File: src/rtl/mem_port_arbiter.sv
`timescale 1ns/1ps
`default_nettype none
// ============================================================================
// Module      : mem_port_arbiter
// Description : Two-requester arbiter (instruction fetch port I, data port D)
//               in front of a single shared word-addressed RAM with a
//               combinational read path. One transaction is in flight at a
//               time: IDLE -> ACCESS (WAIT_CYCLES+1 cycles) -> RESP (ack).
//               Ties are broken round-robin via a last-grant flag, or in
//               favour of D when ARB_DATA_PRIORITY_EN is defined.
// Build macro : ARB_DATA_PRIORITY_EN  (defined: D always wins a tie;
//                                      undefined: round-robin, I wins first)
// Parameters  : WAIT_CYCLES  extra ACCESS cycles before sampling RAM (0..15)
// Ports       : clk, reset          clock / synchronous active-high reset
//               i_req, i_addr       fetch request (held until i_ack)
//               i_ack, i_rdata      fetch completion pulse / fetched word
//               d_req, d_we, d_addr, d_wdata, d_byteen
//                                   data request (held until d_ack)
//               d_ack, d_rdata      data completion pulse / read word
//               mem_address, mem_read, mem_write, mem_writedata,
//               mem_byteenable      shared RAM command bus
//               mem_readdata        combinational RAM read data
//               busy                high whenever the FSM is not IDLE
// Revision    : 1.0  initial release
// ============================================================================
module mem_port_arbiter #(
  parameter int unsigned WAIT_CYCLES = 1
) (
  input  logic        clk,
  input  logic        reset,
  // instruction fetch port
  input  logic        i_req,
  input  logic [31:0] i_addr,
  output logic        i_ack,
  output logic [31:0] i_rdata,
  // data port
  input  logic        d_req,
  input  logic        d_we,
  input  logic [31:0] d_addr,
  input  logic [31:0] d_wdata,
  input  logic [3:0]  d_byteen,
  output logic        d_ack,
  output logic [31:0] d_rdata,
  // shared RAM
  output logic [31:0] mem_address,
  output logic        mem_read,
  output logic        mem_write,
  output logic [31:0] mem_writedata,
  output logic [3:0]  mem_byteenable,
  input  logic [31:0] mem_readdata,
  // status
  output logic        busy
);

  localparam logic [3:0] WAIT_INIT = 4'(WAIT_CYCLES);

  typedef enum logic [1:0] {
    ST_IDLE   = 2'd0,
    ST_ACCESS = 2'd1,
    ST_RESP   = 2'd2
  } state_t;

  state_t      state;
  state_t      state_next;

  logic [3:0]  count;
  logic [3:0]  count_next;

  // Transaction fields captured at grant time. The RAM bus is driven only
  // from these, so requesters may change or drop their inputs once granted.
  logic        grant_d;
  logic        grant_d_next;
  logic [31:0] lat_addr;
  logic [31:0] lat_addr_next;
  logic        lat_we;
  logic        lat_we_next;
  logic [31:0] lat_wdata;
  logic [31:0] lat_wdata_next;
  logic [3:0]  lat_byteen;
  logic [3:0]  lat_byteen_next;

  logic        i_ack_next;
  logic        d_ack_next;
  logic [31:0] i_rdata_next;
  logic [31:0] d_rdata_next;

  // Winner for the current IDLE cycle (1 = data port).
  logic        pick_d;

  // --------------------------------------------------------------------------
  // Tie-break policy
  // --------------------------------------------------------------------------
`ifdef ARB_DATA_PRIORITY_EN
  // Data port has strict priority; no grant history is needed.
  assign pick_d = d_req;
`else
  // last_grant_d remembers who won the previous grant. Reset value 1 makes
  // the instruction port win the very first tie.
  logic last_grant_d;

  always_ff @(posedge clk) begin
    if (reset) begin
      last_grant_d <= 1'b1;
    end else if ((state == ST_IDLE) && (i_req || d_req)) begin
      last_grant_d <= pick_d;
    end
  end

  // D wins when it is the only requester, or on a tie when I won last time.
  assign pick_d = d_req && (!i_req || !last_grant_d);
`endif

  // --------------------------------------------------------------------------
  // State and datapath registers
  // --------------------------------------------------------------------------
  always_ff @(posedge clk) begin
    if (reset) begin
      state      <= ST_IDLE;
      count      <= '0;
      grant_d    <= 1'b0;
      lat_addr   <= '0;
      lat_we     <= 1'b0;
      lat_wdata  <= '0;
      lat_byteen <= '0;
      i_ack      <= 1'b0;
      d_ack      <= 1'b0;
      i_rdata    <= '0;
      d_rdata    <= '0;
    end else begin
      state      <= state_next;
      count      <= count_next;
      grant_d    <= grant_d_next;
      lat_addr   <= lat_addr_next;
      lat_we     <= lat_we_next;
      lat_wdata  <= lat_wdata_next;
      lat_byteen <= lat_byteen_next;
      i_ack      <= i_ack_next;
      d_ack      <= d_ack_next;
      i_rdata    <= i_rdata_next;
      d_rdata    <= d_rdata_next;
    end
  end

  // --------------------------------------------------------------------------
  // Next-state and datapath logic
  // --------------------------------------------------------------------------
  always_comb begin
    state_next      = state;
    count_next      = count;
    grant_d_next    = grant_d;
    lat_addr_next   = lat_addr;
    lat_we_next     = lat_we;
    lat_wdata_next  = lat_wdata;
    lat_byteen_next = lat_byteen;
    i_rdata_next    = i_rdata;
    d_rdata_next    = d_rdata;
    // Acks are single-cycle pulses: they default low every cycle and are set
    // only on the ACCESS -> RESP transition, so they are high exactly in RESP.
    i_ack_next      = 1'b0;
    d_ack_next      = 1'b0;

    unique case (state)
      ST_IDLE: begin
        if (i_req || d_req) begin
          grant_d_next = pick_d;
          if (pick_d) begin
            lat_addr_next   = d_addr;
            lat_we_next     = d_we;
            lat_wdata_next  = d_wdata;
            lat_byteen_next = d_byteen;
          end else begin
            // Fetches are always full-word reads.
            lat_addr_next   = i_addr;
            lat_we_next     = 1'b0;
            lat_wdata_next  = '0;
            lat_byteen_next = 4'b1111;
          end
          count_next = WAIT_INIT;
          state_next = ST_ACCESS;
        end
      end

      ST_ACCESS: begin
        if (count != 4'd0) begin
          count_next = count - 4'd1;
        end else begin
          if (grant_d) begin
            // A write completion returns zero on the read-data port.
            d_rdata_next = lat_we ? 32'd0 : mem_readdata;
            d_ack_next   = 1'b1;
          end else begin
            i_rdata_next = mem_readdata;
            i_ack_next   = 1'b1;
          end
          state_next = ST_RESP;
        end
      end

      ST_RESP: begin
        state_next = ST_IDLE;
      end

      default: begin
        state_next = ST_IDLE;
      end
    endcase
  end

  // --------------------------------------------------------------------------
  // RAM bus
  // --------------------------------------------------------------------------
  logic in_access;
  assign in_access = (state == ST_ACCESS);

  // Strobes are gated by reset directly so that a reset sampled during the
  // final write cycle cannot commit the write on that same edge.
  assign mem_read       = in_access && !lat_we && !reset;
  assign mem_write      = in_access &&  lat_we && (count == 4'd0) && !reset;
  assign mem_byteenable = in_access ? lat_byteen : 4'b0000;
  assign mem_address    = lat_addr;
  assign mem_writedata  = lat_wdata;

  assign busy = (state != ST_IDLE);

endmodule
`default_nettype wire

File: config.mk
export PLATFORM = sky130hd
export DESIGN_NAME = mem_port_arbiter
export DESIGN_NICKNAME = d
export VERILOG_FILES = /design/src/rtl/mem_port_arbiter.sv
export SDC_FILE = /design/constraint.sdc
export NUM_CORES = 1
export LEC_CHECK = 0
export ABC_CLOCK_PERIOD_IN_PS = 3100
export BUFFER_PORTS_ARGS = -buffer_cell sky130_fd_sc_hd__buf_4
export CAP_MARGIN = 5
export CORE_MARGIN = 1.5
export CORE_UTILIZATION = 50
export DETAILED_ROUTE_END_ITERATION = 10
export PLACE_DENSITY = 0.95
export SLEW_MARGIN = 20
export SYNTH_ARGS = -nofsm -noshare
export SYNTH_HDL_FRONTEND = slang
export SYNTH_SLANG_ARGS = --single-unit
File: constraint.sdc
create_clock -name clk -period 3.1 [get_ports clk]
set_input_delay 0.155 -clock clk [delete_from_list [all_inputs] [get_ports clk]]
set_output_delay 0.155 -clock clk [all_outputs]
set_load 0.02 [all_outputs]
==> flow_summary.rst <==
.. list-table::
   :header-rows: 1

   * - Metric
     - Value
   * - Min-Delay Path Class
     - in -> reg
   * - Crit path arrival time
     - 1980 ps
   * - Result of the run
     - complete, no violations
   * - Number of enable flip-flop cells after synthesis
     - 0
   * - Clock-pin transition on the worst setup and hold timing paths
     - approximately 60 ps
   * - Row cnt
     - 38
   * - Critical Path Sink Type
     - output port
   * - Period minus WS final
     - 2130 ps
   * - Setup CP Type
     - reg -> out
   * - Number of buffers created by CTS
     - 17
   * - Synthesis-to-layout area growth
     - 54.0%
   * - Timing-limited maximum frequency
     - 469 MHz
   * - Initial DRC Count
     - 375
   * - Leading cell type in the layout, fill and taps excluded
     - sky130_fd_sc_hd__buf_4
   * - Setup repair after global routing missed its margin
     - false
   * - DRT antenna net count
     - 0
   * - Number of global-route vias before repair
     - between 5k and 6k
   * - Final Slew Violations
     - 0
   * - Synth Area per Inst
     - 10.3 um2
   * - Total of buffers placed on input and output ports
     - 273
   * - Die area
     - 11900 um2
   * - Via density per instance
     - 5.53
   * - Core outline area
     - 10900 um2
   * - Post-synth design cell area
     - 5640 um2
   * - IO Pins
     - 274
   * - Crit path required time
     - between 2000 and 3000 ps
   * - Power per Cell Area
     - roughly 600 nW/um2
   * - Worst-case clock skew
     - 13.8 ps
   * - Die span in x
     - 109 um
   * - Count of mapped cells out of synthesis
     - 545
   * - Clk sink count
     - 143
   * - Global placement routability congestion
     - ~0.8
   * - # placed instances
     - 915
   * - WL/cell
     - around 18 um
   * - Library cells used by synthesis
     - 42
   * - Final setup TNS
     - 0 ps
   * - Number of gates resized after cts
     - 0
   * - Final instance count without filler cells
     - 990
   * - Headroom to the max-slew limit
     - 0.363
   * - Sw Share
     - 0.279
   * - HPWL after detailed placement
     - 11900 um
   * - Layout net count
     - ~1000
   * - Later-pin clock latency in the skew report
     - 420 ps
   * - Worst-margin pin slew
     - 955 ps
   * - Antenna violations before repair
     - 0
   * - GRT Resource Usage Total
     - 0.296
   * - Number of remaining DRC errors
     - 0
   * - Commonest cells after routing, fill and taps aside
     - sky130_fd_sc_hd__buf_4 (282), sky130_fd_sc_hd__dfxtp_1 (143), sky130_fd_sc_hd__nand2_1 (64), sky130_fd_sc_hd__mux2i_1 (64), sky130_fd_sc_hd__dlygate4sd3_1 (42)
   * - Layout cells sized above 1
     - 0.382
   * - Switching power
     - between 1 and 1.5 mW
   * - Pint
     - 3.74 mW
   * - Most used flip-flop cell after synthesis
     - sky130_fd_sc_hd__dfxtp_1
   * - Number of hold violations in the final report
     - 0
   * - Synth warn
     - 0
   * - Post-CTS Hold Fix Bufs
     - 42
   * - Wire length of the first global-routing pass
     - roughly 27000 um
   * - Starting Density
     - 0.515
   * - Part of the power in registers
     - 0.399
   * - Total detailed-routing wirelength
     - 18200 um
   * - CTS tree
     - built
   * - Syn Nets
     - 684
   * - Standby leakage power
     - 3.80 nW
   * - Maximum number of pins on one net before global-route repair
     - 67
   * - Global-route congestion overflow total
     - 0
   * - Flop and latch count out of synthesis
     - between 100 and 150
   * - Combinational share of power
     - 0.199
   * - Utilization after layout
     - 0.794
   * - Setup Fix Bufs, Post-CTS
     - 0
   * - Count of maximum capacitance violations
     - 0
   * - Worst-case clock buffer depth
     - 2
   * - Via Count
     - 5474
   * - Root Driver
     - sky130_fd_sc_hd__clkbuf_16
   * - Post-route clock period utilization
     - 0.688
   * - Setup violation total in the final timing report
     - 0
   * - Share of total power in the clock network
     - 0.401
   * - Maximum fanout count along the critical path
     - 36
   * - Post-synth ARST share
     - 0
   * - Deepest level of the CTS H-tree
     - 4
   * - Post-synthesis sequential area ratio
     - 0.508
   * - Worst Setup Start Kind
     - flip-flop
   * - Count of TritonRoute iterations in the first routing pass
     - 4
   * - Die Y
     - around 110 um
   * - Maximum VDD drop
     - 428 uV
## cells in the mapped netlist (2+ instances only)
master	instances	area [um2]
sky130_fd_sc_hd__o21ai_0	35	175
sky130_fd_sc_hd__or4_1	2	15.0
sky130_fd_sc_hd__nand4b_1	32	280
sky130_fd_sc_hd__a21boi_1	2	15.0
sky130_fd_sc_hd__inv_1	4	15.0
sky130_fd_sc_hd__buf_2	21	105
sky130_fd_sc_hd__nand2_1	64	240
sky130_fd_sc_hd__or3_1	2	12.5
sky130_fd_sc_hd__mux2i_1	64	641
sky130_fd_sc_hd__a21oi_1	38	190
sky130_fd_sc_hd__and2_1	5	31.3
sky130_fd_sc_hd__o2bb2ai_1	32	280
sky130_fd_sc_hd__ha_1	2	25.0
sky130_fd_sc_hd__buf_4	2	15.0
sky130_fd_sc_hd__nor3_4	2	32.5
sky130_fd_sc_hd__dfxtp_1	143	2860
sky130_fd_sc_hd__clkbuf_1	19	71.3
sky130_fd_sc_hd__buf_8	3	45.0
sky130_fd_sc_hd__nor2_1	2	7.51
sky130_fd_sc_hd__nor4_1	5	31.3
sky130_fd_sc_hd__nor3_1	7	35.0
sky130_fd_sc_hd__nand2b_1	2	12.5
sky130_fd_sc_hd__a22o_1	33	289
sky130_fd_sc_hd__nor2b_1	2	12.5
sky130_fd_sc_hd__buf_6	4	45.0
sky130_fd_sc_hd__clkbuf_2	2	10.0
## path summary, 6_finish.rpt
kind,cells past startpoint,end,start,slack (ps)
setup / recovery,7,mem_write,count[0],970
hold / removal,3,i_rdata[1],mem_readdata[1],20
setup reg to reg,4,mem_address[29],last_grant_d,1050
hold reg to reg,2,i_rdata[11],i_rdata[11],460
## state kept, by name (all words and copies together), names as in the netlist, 2 cells and up
name,flops
i_rdata,32
count,4
mem_writedata,32
d_rdata,32
mem_address,32
lat_byteen,4
state,2
## cell type report
type	count	area [um2]
fill	664	2250
timing repair buffer	324	2540
antenna	1	2.50
multi-input combinational	345	2480
clock buffer	19	443
tap	140	175
clock inverter	13	165
inverter	5	18.8
sequential	143	2860
## cell families after synthesis
group	after synthesis	share of synthesized area
fa+ha+maj	2	0.00444
buf+inv	57	0.0557
compound gates	148	0.183
simple gates	131	0.136
mux	64	0.114
flops	143	0.508
## layer usage
| layer | vias to the layer above | part of all wire | GRT usage |
|---|---|---|---|
| met1 | 2619 | 0.38 | 0.327 |
| li1 | 2572 | - | - |
| met2 | 231 | 0.52 | 0.521 |
| met4 | 0 | 0.034 | 0.141 |
| met5 | - | 0 | 0 |
| met3 | 52 | 0.068 | 0.0807 |
## worst max-delay path: stages, from the launching register on
cell and delay (ps):
sky130_fd_sc_hd__dfxtp_1 330, sky130_fd_sc_hd__inv_1 80, sky130_fd_sc_hd__ha_1 240, sky130_fd_sc_hd__nand4bb_1 110
sky130_fd_sc_hd__buf_4 350, sky130_fd_sc_hd__nor3_1 110, sky130_fd_sc_hd__and2_1 190, sky130_fd_sc_hd__buf_4 160
## through the flow
stage	area (um2)	total power, mW	hold slack, ps	worst slack [ps]
after floorplan	5640	2.66	280	1570
after global placement	7640	3.04	364	1240
after detailed placement	7640	3.08	368	1110
after CTS	8670	5.19	0.212	987
after global routing	8680	5.37	1.70	861
final	8680	5.19	15.4	966
## power groups by stage
stage | Clock [mW] | Sequential [mW] | Combinational, mW
3_3_place_gp | 0 | 2.10 | 0.944
5_1_grt | 2.19 | 2.08 | 1.10
3_5_place_dp | 0 | 2.10 | 0.980
4_1_cts | 2.10 | 2.07 | 1.02
6_report | 2.08 | 2.07 | 1.03
2_1_floorplan | 0 | 2.23 | 0.427
Note: power is estimated with default switching activity, not from simulation.
